$ cat src/rtl/ru_pkg.sv
// Shared types and constants for the register_unit integer register file.
// Optional write-to-read forwarding is selected with the RU_WRITE_BYPASS_EN macro.
package ru_pkg;

  localparam int XLEN  = 32;
  localparam int NREGS = 32;

  typedef logic [4:0]      reg_idx_t;
  typedef logic [XLEN-1:0] word_t;

  localparam reg_idx_t ZERO_REG = 5'd0;
  localparam reg_idx_t SP_REG   = 5'd2;

endpackage

$ cat src/rtl/ru_read_port.sv
// One combinational read port of the register file, including the x0 rule.
// When RU_WRITE_BYPASS_EN is defined, an in-flight write to the addressed register is forwarded.
module ru_read_port
  import ru_pkg::*;
#(
  parameter int XLEN  = ru_pkg::XLEN,
  parameter int NREGS = ru_pkg::NREGS
) (
  input  logic [XLEN-1:0] i_regs [NREGS],
  input  reg_idx_t        i_addr,
`ifdef RU_WRITE_BYPASS_EN
  input  logic            i_rst,
  input  logic            i_wrEn,
  input  reg_idx_t        i_wrAddr,
  input  logic [XLEN-1:0] i_wrData,
`endif
  output logic [XLEN-1:0] o_data
);

  // The x0 override is applied last so it beats a forwarded write.
  always_comb begin
    o_data = i_regs[i_addr];
`ifdef RU_WRITE_BYPASS_EN
    if (!i_rst && i_wrEn && (i_wrAddr != ZERO_REG) && (i_wrAddr == i_addr)) begin
      o_data = i_wrData;
    end
`endif
    if (i_addr == ZERO_REG) begin
      o_data = '0;
    end
  end

endmodule

$ cat src/rtl/register_unit.sv
// 32 x XLEN integer register file: two combinational read ports, one synchronous write port.
// Define RU_WRITE_BYPASS_EN to forward same-cycle write data onto matching read ports.
module register_unit
  import ru_pkg::*;
#(
  parameter int              XLEN    = ru_pkg::XLEN,
  parameter int              NREGS   = ru_pkg::NREGS,
  parameter logic [XLEN-1:0] SP_INIT = '0
) (
  input  logic            clk,
  input  logic            rst,
  input  reg_idx_t        r1,
  input  reg_idx_t        r2,
  input  reg_idx_t        rd,
  input  logic [XLEN-1:0] datawrite,
  input  logic            Ruwr,
  output logic [XLEN-1:0] r1out,
  output logic [XLEN-1:0] r2out
);

  logic [XLEN-1:0] r_regs [NREGS];
  logic [XLEN-1:0] w_r1Data;
  logic [XLEN-1:0] w_r2Data;

  // Reset wins over a concurrent write; x0 is never written so it stays at its reset zero.
  always_ff @(posedge clk) begin
    if (rst) begin
      for (int i = 0; i < NREGS; i++) begin
        r_regs[i] <= (i == int'(SP_REG)) ? SP_INIT : '0;
      end
    end else if (Ruwr && (rd != ZERO_REG)) begin
      r_regs[rd] <= datawrite;
    end
  end

  ru_read_port #(
    .XLEN  (XLEN),
    .NREGS (NREGS)
  ) u_readPort1 (
    .i_regs   (r_regs),
    .i_addr   (r1),
`ifdef RU_WRITE_BYPASS_EN
    .i_rst    (rst),
    .i_wrEn   (Ruwr),
    .i_wrAddr (rd),
    .i_wrData (datawrite),
`endif
    .o_data   (w_r1Data)
  );

  ru_read_port #(
    .XLEN  (XLEN),
    .NREGS (NREGS)
  ) u_readPort2 (
    .i_regs   (r_regs),
    .i_addr   (r2),
`ifdef RU_WRITE_BYPASS_EN
    .i_rst    (rst),
    .i_wrEn   (Ruwr),
    .i_wrAddr (rd),
    .i_wrData (datawrite),
`endif
    .o_data   (w_r2Data)
  );

  assign r1out = w_r1Data;
  assign r2out = w_r2Data;

endmodule

$ cat config.mk
export PLATFORM = sky130hd
export DESIGN_NAME = register_unit
export DESIGN_NICKNAME = d
export VERILOG_FILES = /design/src/rtl/ru_pkg.sv /design/src/rtl/ru_read_port.sv /design/src/rtl/register_unit.sv
export SDC_FILE = /design/constraint.sdc
export NUM_CORES = 2
export LEC_CHECK = 0
export BUFFER_PORTS_ARGS = -buffer_cell sky130_fd_sc_hd__buf_2
export CAP_MARGIN = 20
export CORE_MARGIN = 4
export CORE_UTILIZATION = 45
export DETAILED_ROUTE_END_ITERATION = 6
export GPL_ROUTABILITY_DRIVEN = 0
export PLACE_DENSITY_LB_ADDON = 0.05
export SLEW_MARGIN = 20
export SYNTH_ARGS = -nofsm -noshare
export SYNTH_HDL_FRONTEND = slang
export SYNTH_SLANG_ARGS = --single-unit
export TNS_END_PERCENT = 30
$ cat constraint.sdc
create_clock -name clk -period 3.2 [get_ports clk]
set_input_delay 0.64 -clock clk [delete_from_list [all_inputs] [get_ports clk]]
set_output_delay 0.64 -clock clk [all_outputs]
set_load 0.01 [all_outputs]
== After elaboration in Yosys (flattened, before gate mapping) ==
Cells that the tools add are included.

* Register bits after elaboration: 1024
* Input port bits: 50
* Output and inout bits: 64

* $lt $le $gt $ge: 4
* Multiplexer cells: 11
* Bitwise gates (word level): 3
* Reductions and logical operators: 5

{| class="wikitable"
|+ Operators by type and width
! operator !! count
|-
| bitwise mux 1024 bit || 1
|-
| binary-select mux 32 bit (select 5 bit) || 2
|-
| 2-to-1 mux 32 bit || 7
|-
| demux 32 bit (select 5 bit) || 1
|-
| >= comparator 6 bit, second input constant || 3
|-
| inverter 5 -> 6 bit || 3
|-
| zero test 5 bit || 2
|-
| less-than comparator 6 x 1 -> 1 bit, second input constant || 1
|-
| nonzero test 5 bit || 1
|-
| logical AND 1 bit || 2
|}

== Depth between registers and ports, before layout ==
* Word-level depth: 6
* Mapped depth: 9

== Hierarchy ==
Synthesis repeated with hierarchy kept, for this count alone.

* Cell total of the unflattened synthesis: 4760
* Area, all modules: 55599.6 um^2

{| class="wikitable"
|+ Modules (own cells, without submodules)
! module !! times used !! cells an instance !! area an instance (um^2) !! seq. area each (um^2)
|-
| register_unit || 1 || 3432 || 38863.5 || 20499.7
|-
| ru_read_port || 2 || 664 || 8368.0 || 0.0
|}

== Least setup slack after synthesis ==
No wires, ideal clock.

* Kind: input port to output port
* Start: input port r1[0]
* End: output port r1out[15]
* Arrival time: 2.100 ns
* Slack: 0.460 ns
* Stages: 7
* Path buffers: 4
* Cells stage by stage: buf_6 > buf_12 > buf_8 > buf_2 > mux4_2 > o21ai_1 > a31oi_1

* Cells in the longest elaborated chain, start to end: 5
* Elaborated cells on any way between the ends: 6
* Those cells by class: mux: 4; bitwise: 1; reduce/logical: 1

{| class="wikitable"
|+ RTL lines
! item !! RTL line !! RTL
|-
| start: declaration || register_unit.sv:12 || <nowiki>input reg_idx_t r1,</nowiki>
|-
| inverter 5 -> 6 bit (implied by the code) || ru_read_port.sv:22 || <nowiki>o_data = i_regs[i_addr];</nowiki>
|-
| binary-select mux 32 bit (select 5 bit) || ru_read_port.sv:22 ||
|-
| 2-to-1 mux 32 bit (implied by the code) (2 in series) || ru_read_port.sv:22 ||
|-
| 2-to-1 mux 32 bit * || ru_read_port.sv:28 || <nowiki>if (i_addr == ZERO_REG) begin</nowiki>
|-
| end: declaration || register_unit.sv:17 || <nowiki>output logic [XLEN-1:0] r1out,</nowiki>
|}

Mark *: on every way between the ends. The rest lies on a longest branch, timed or not. The select of a mux whose other input is x is not followed.

== Worst setup path in the final report ==
* Start: input port r2[1]
* End: output port r2out[14]

* Cells in the longest elaborated chain, start to end: 5
* Elaborated cells on any way between the ends: 6
* Those cells by class: mux: 4; bitwise: 1; reduce/logical: 1

{| class="wikitable"
|+ RTL lines
! item !! RTL line !! RTL
|-
| start: declaration || register_unit.sv:13 || <nowiki>input reg_idx_t r2,</nowiki>
|-
| inverter 5 -> 6 bit (implied by the code) || ru_read_port.sv:22 ||
|-
| binary-select mux 32 bit (select 5 bit) || ru_read_port.sv:22 ||
|-
| 2-to-1 mux 32 bit (implied by the code) (2 in series) || ru_read_port.sv:22 ||
|-
| 2-to-1 mux 32 bit * || ru_read_port.sv:28 ||
|-
| end: declaration || register_unit.sv:18 || <nowiki>output logic [XLEN-1:0] r2out</nowiki>
|}

Marked as above.

==> results by group <==
Yosys
  – Ys flop type: dfxtp_1
  – Sequential-to-total area share from yosys stat: 0.396
  – Post-synth EDFFs: 0
  – Post-synth net total: ~5900
  – Ranking of synthesized cells by area: dfxtp_1 (40%), mux4_2 (19%), nand2_1 (15%)
  – Asr flop ratio synth: 0
  – Top cell type's share of synthesized area: 0.396
  – Post-Syn Area: 0.0518 mm2
  – Total number of yosys warnings: 0
  – Largest area contributor in the netlist: dfxtp_1
  – Top-count cell post-synth: nand2_1
  – Yosys cell types: 42
  – Synth cell count leaders: nand2_1 (2048), dfxtp_1 (1024), a21oi_1 (992)
  – Syn_area_per_cell: ~8.9 um2
  – Seq cells post-synth: 1024
  – Cell count after synthesis: 5833

Timing
  – Pins over their slew limit: 0
  – Max-slew headroom: 0.429
  – RSZ-0062 raised after global routing: yes
  – Clk_skew: 0 ps
  – Final min period: approximately 3300 ps
  – Slew at the pin with the worst max-slew slack: approximately 860 ps
  – Final setup violation count: 7
  – Final worst path period share: 1.02
  – Hold Vio Cnt, Final: 0
  – Worst Setup Slack, final: -69.1 ps
  – Fmax: roughly 310 MHz

Critical path
  – Slowest-stage cell, CP: mux4_2
  – WP data arrival: roughly 2600 ps
  – CP delay by family, top: buffers and inverters
  – Critical-path cell list: buf_16, buf_12, buf_4, mux4_2, mux2_2, o21ai_4, buf_4, a311oi_2, buf_2
  – Crit-path max FO: 7
  – Crit path launch type: input pin
  – Crit-path max cell delay: approximately 500 ps
  – Crit. End Element: output pin
  – Critical path class: input pin to output pin
  – Crit path buffers/inverters: 5
  – Data required, critical path: ~2600 ps
  – Most frequent CP cell: buf_4

Final layout
  – Nets: between 5000 and 6000
  – Largest register FFs: 1024
  – Biggest regs: r_regs (1024)
  – Largest Register: r_regs
  – Final Util: 0.535
  – Share of layout cells above drive strength 1: 0.230
  – Fillers: approximately 10000
  – Area Overhead vs Synth: 18.1%

Floorplanning
  – Die ar.: 0.121 mm2
  – Die X-Extent: between 300 and 400 um
  – Row count: roughly 120
  – Initial core utilization: 0.453
  – Core area: about 0.11 mm2
  – Height of the die: 347 um
  – Ports: approximately 110

Clocking
  – CTS buffer count: between 100 and 150
  – H-tree depth: 3
  – Clock transition at path regs: about 60 ps
  – Clock root buffer: clkbuf_16
  – CTS tree: done
  – CTS Hold Buffers Added: 0
  – Worst-skew pair later-pin latency: about 700 ps
  – Longest Clk Path Bufs: 3
  – CTS sink count: just over 1000

Detailed routing
  – Drt pass-1 iters: 6
  – Antenna Nets Post-Route: 0
  – DR vias/cell: between 6 and 7
  – Drt total wl: 219000 um
  – Vias: about 47000
  – Initial DRC count: roughly 6400
  – Routed WL per cell: 29.2 um
  – DRC: 0

GRT
  – Largest net degree at the start of global routing: 126
  – Total track usage: 0.349
  – First-pass GRT wire length: around 310000 um
  – Initial antenna violation count: 10
  – Total gr overflow: 0
  – Vias in the first global route: between 40000 and 50000

Pwr
  – Total power: approximately 30 mW
  – Leakage: a little over 20 nW
  – Maximum VDD drop: roughly 0.43 mV
  – Power Density: about 490 mW/mm2

Run status
  – Outcome: finished with violations
  – Violated checks: setup timing

Placed design
  – I/O Buffers: 113
  – Setup WS pre-CTS: -653 ps
  – Dpl hpwl: 136000 um

Job
  – Max Cap Viol: 0

Worst hold path
  – Hold Crit Class: input pin to register
==> layout make-up <==
type,count,area [um2],share of cell area
multi-input combinational,4185,29100,0.475
sequential,1024,20500,0.335
timing repair buffer,561,5740,0.0939
clock buffer,173,3480,0.0569
tap,1512,1890,0.0309
clock inverter,41,480,0.00785
antenna,8,20.0,0.000327
inverter,2,12.5,0.000205
==> path summary, 6_finish.rpt <==
kind                      end  cells after the start        start  slack [ps]
hold reg to reg   r_regs[803]                      2  r_regs[803]         460
setup / recovery    r2out[14]                      9        r2[1]         -70
hold / removal    r_regs[913]                      2          rst         380
setup reg to reg  r_regs[756]                      2  r_regs[756]        2500
==> kinds of logic after synthesis <==
family                 Yosys count  synth area share
AOI/OAI and AO/OA             1325             0.144
and+or+nand+nor               2188             0.165
buffers and inverters          624            0.0563
DFF                           1024             0.396
muxes                          672             0.239
==> metal layers <==
metal  wire, um  part of all wire  up-vias  GRT usage
met5         28           0.00013        -          0
met4       8550             0.039        4      0.127
met3      24300              0.11      459     0.0924
met2      95000              0.43     2562      0.515
met1      91000              0.42    23574      0.495
li1           -                 -    20599          -
==> power by group <==
group / internal, mW / leakage (nW) / switching [mW] / total (mW)
Clock: 8.27 / 1.96 / 5.69 / 14.0
Combinational: 1.10 / 10.3 / 1.94 / 3.04
Sequential: 12.8 / 8.25 / 0.0712 / 12.9
Total: 22.2 / 20.5 / 7.70 / 29.9
==> layout by cell type, fill, tap and decap left out, types with 8 or more instances in the layout <==
master,Yosys,routed
a211oi_1,32,20
a211oi_2,0,11
a21oi_1,992,992
a221o_1,32,23
a221o_2,0,9
a221oi_1,45,44
a22oi_1,64,58
a311oi_1,32,17
a311oi_2,0,14
a31oi_1,32,29
and2_2,0,8
buf_12,3,103
buf_16,0,15
buf_2,111,106
buf_4,47,318
buf_6,22,10
bufinv_16,0,10
clkbuf_1,397,24
clkbuf_16,0,124
clkbuf_8,0,30
clkinv_2,0,23
dfxtp_1,1024,1024
diode_2,0,8
mux2_2,32,32
mux2i_1,192,182
mux4_2,448,448
nand2_1,2048,2023
nand2_2,0,25
nor2_4,0,21
nor2b_1,71,66
o2111ai_1,19,16
o21ai_0,51,38
o21ai_1,26,35
==> metrics by stage <==
stage	instances	hold WS (ps)	TNS [ps]	cell area [um2]
after floorplan	5833	443	0	51800
after detailed placement	7256	457	-6520	56300
after global routing	7499	374	-882	61200
after CTS	7475	343	-292	60700
after global placement	7254	449	-6120	56200
final	7506	376	-182	61200
==> repair_timing <==
item                       in CTS  in global routing
setup endpoints to repair      50                 55
cloned                          4                  5
setup buffers                   1                 19
resized for setup              68                 49
pin swaps                       3                  8
Note: power is estimated with default switching activity, not from simulation.
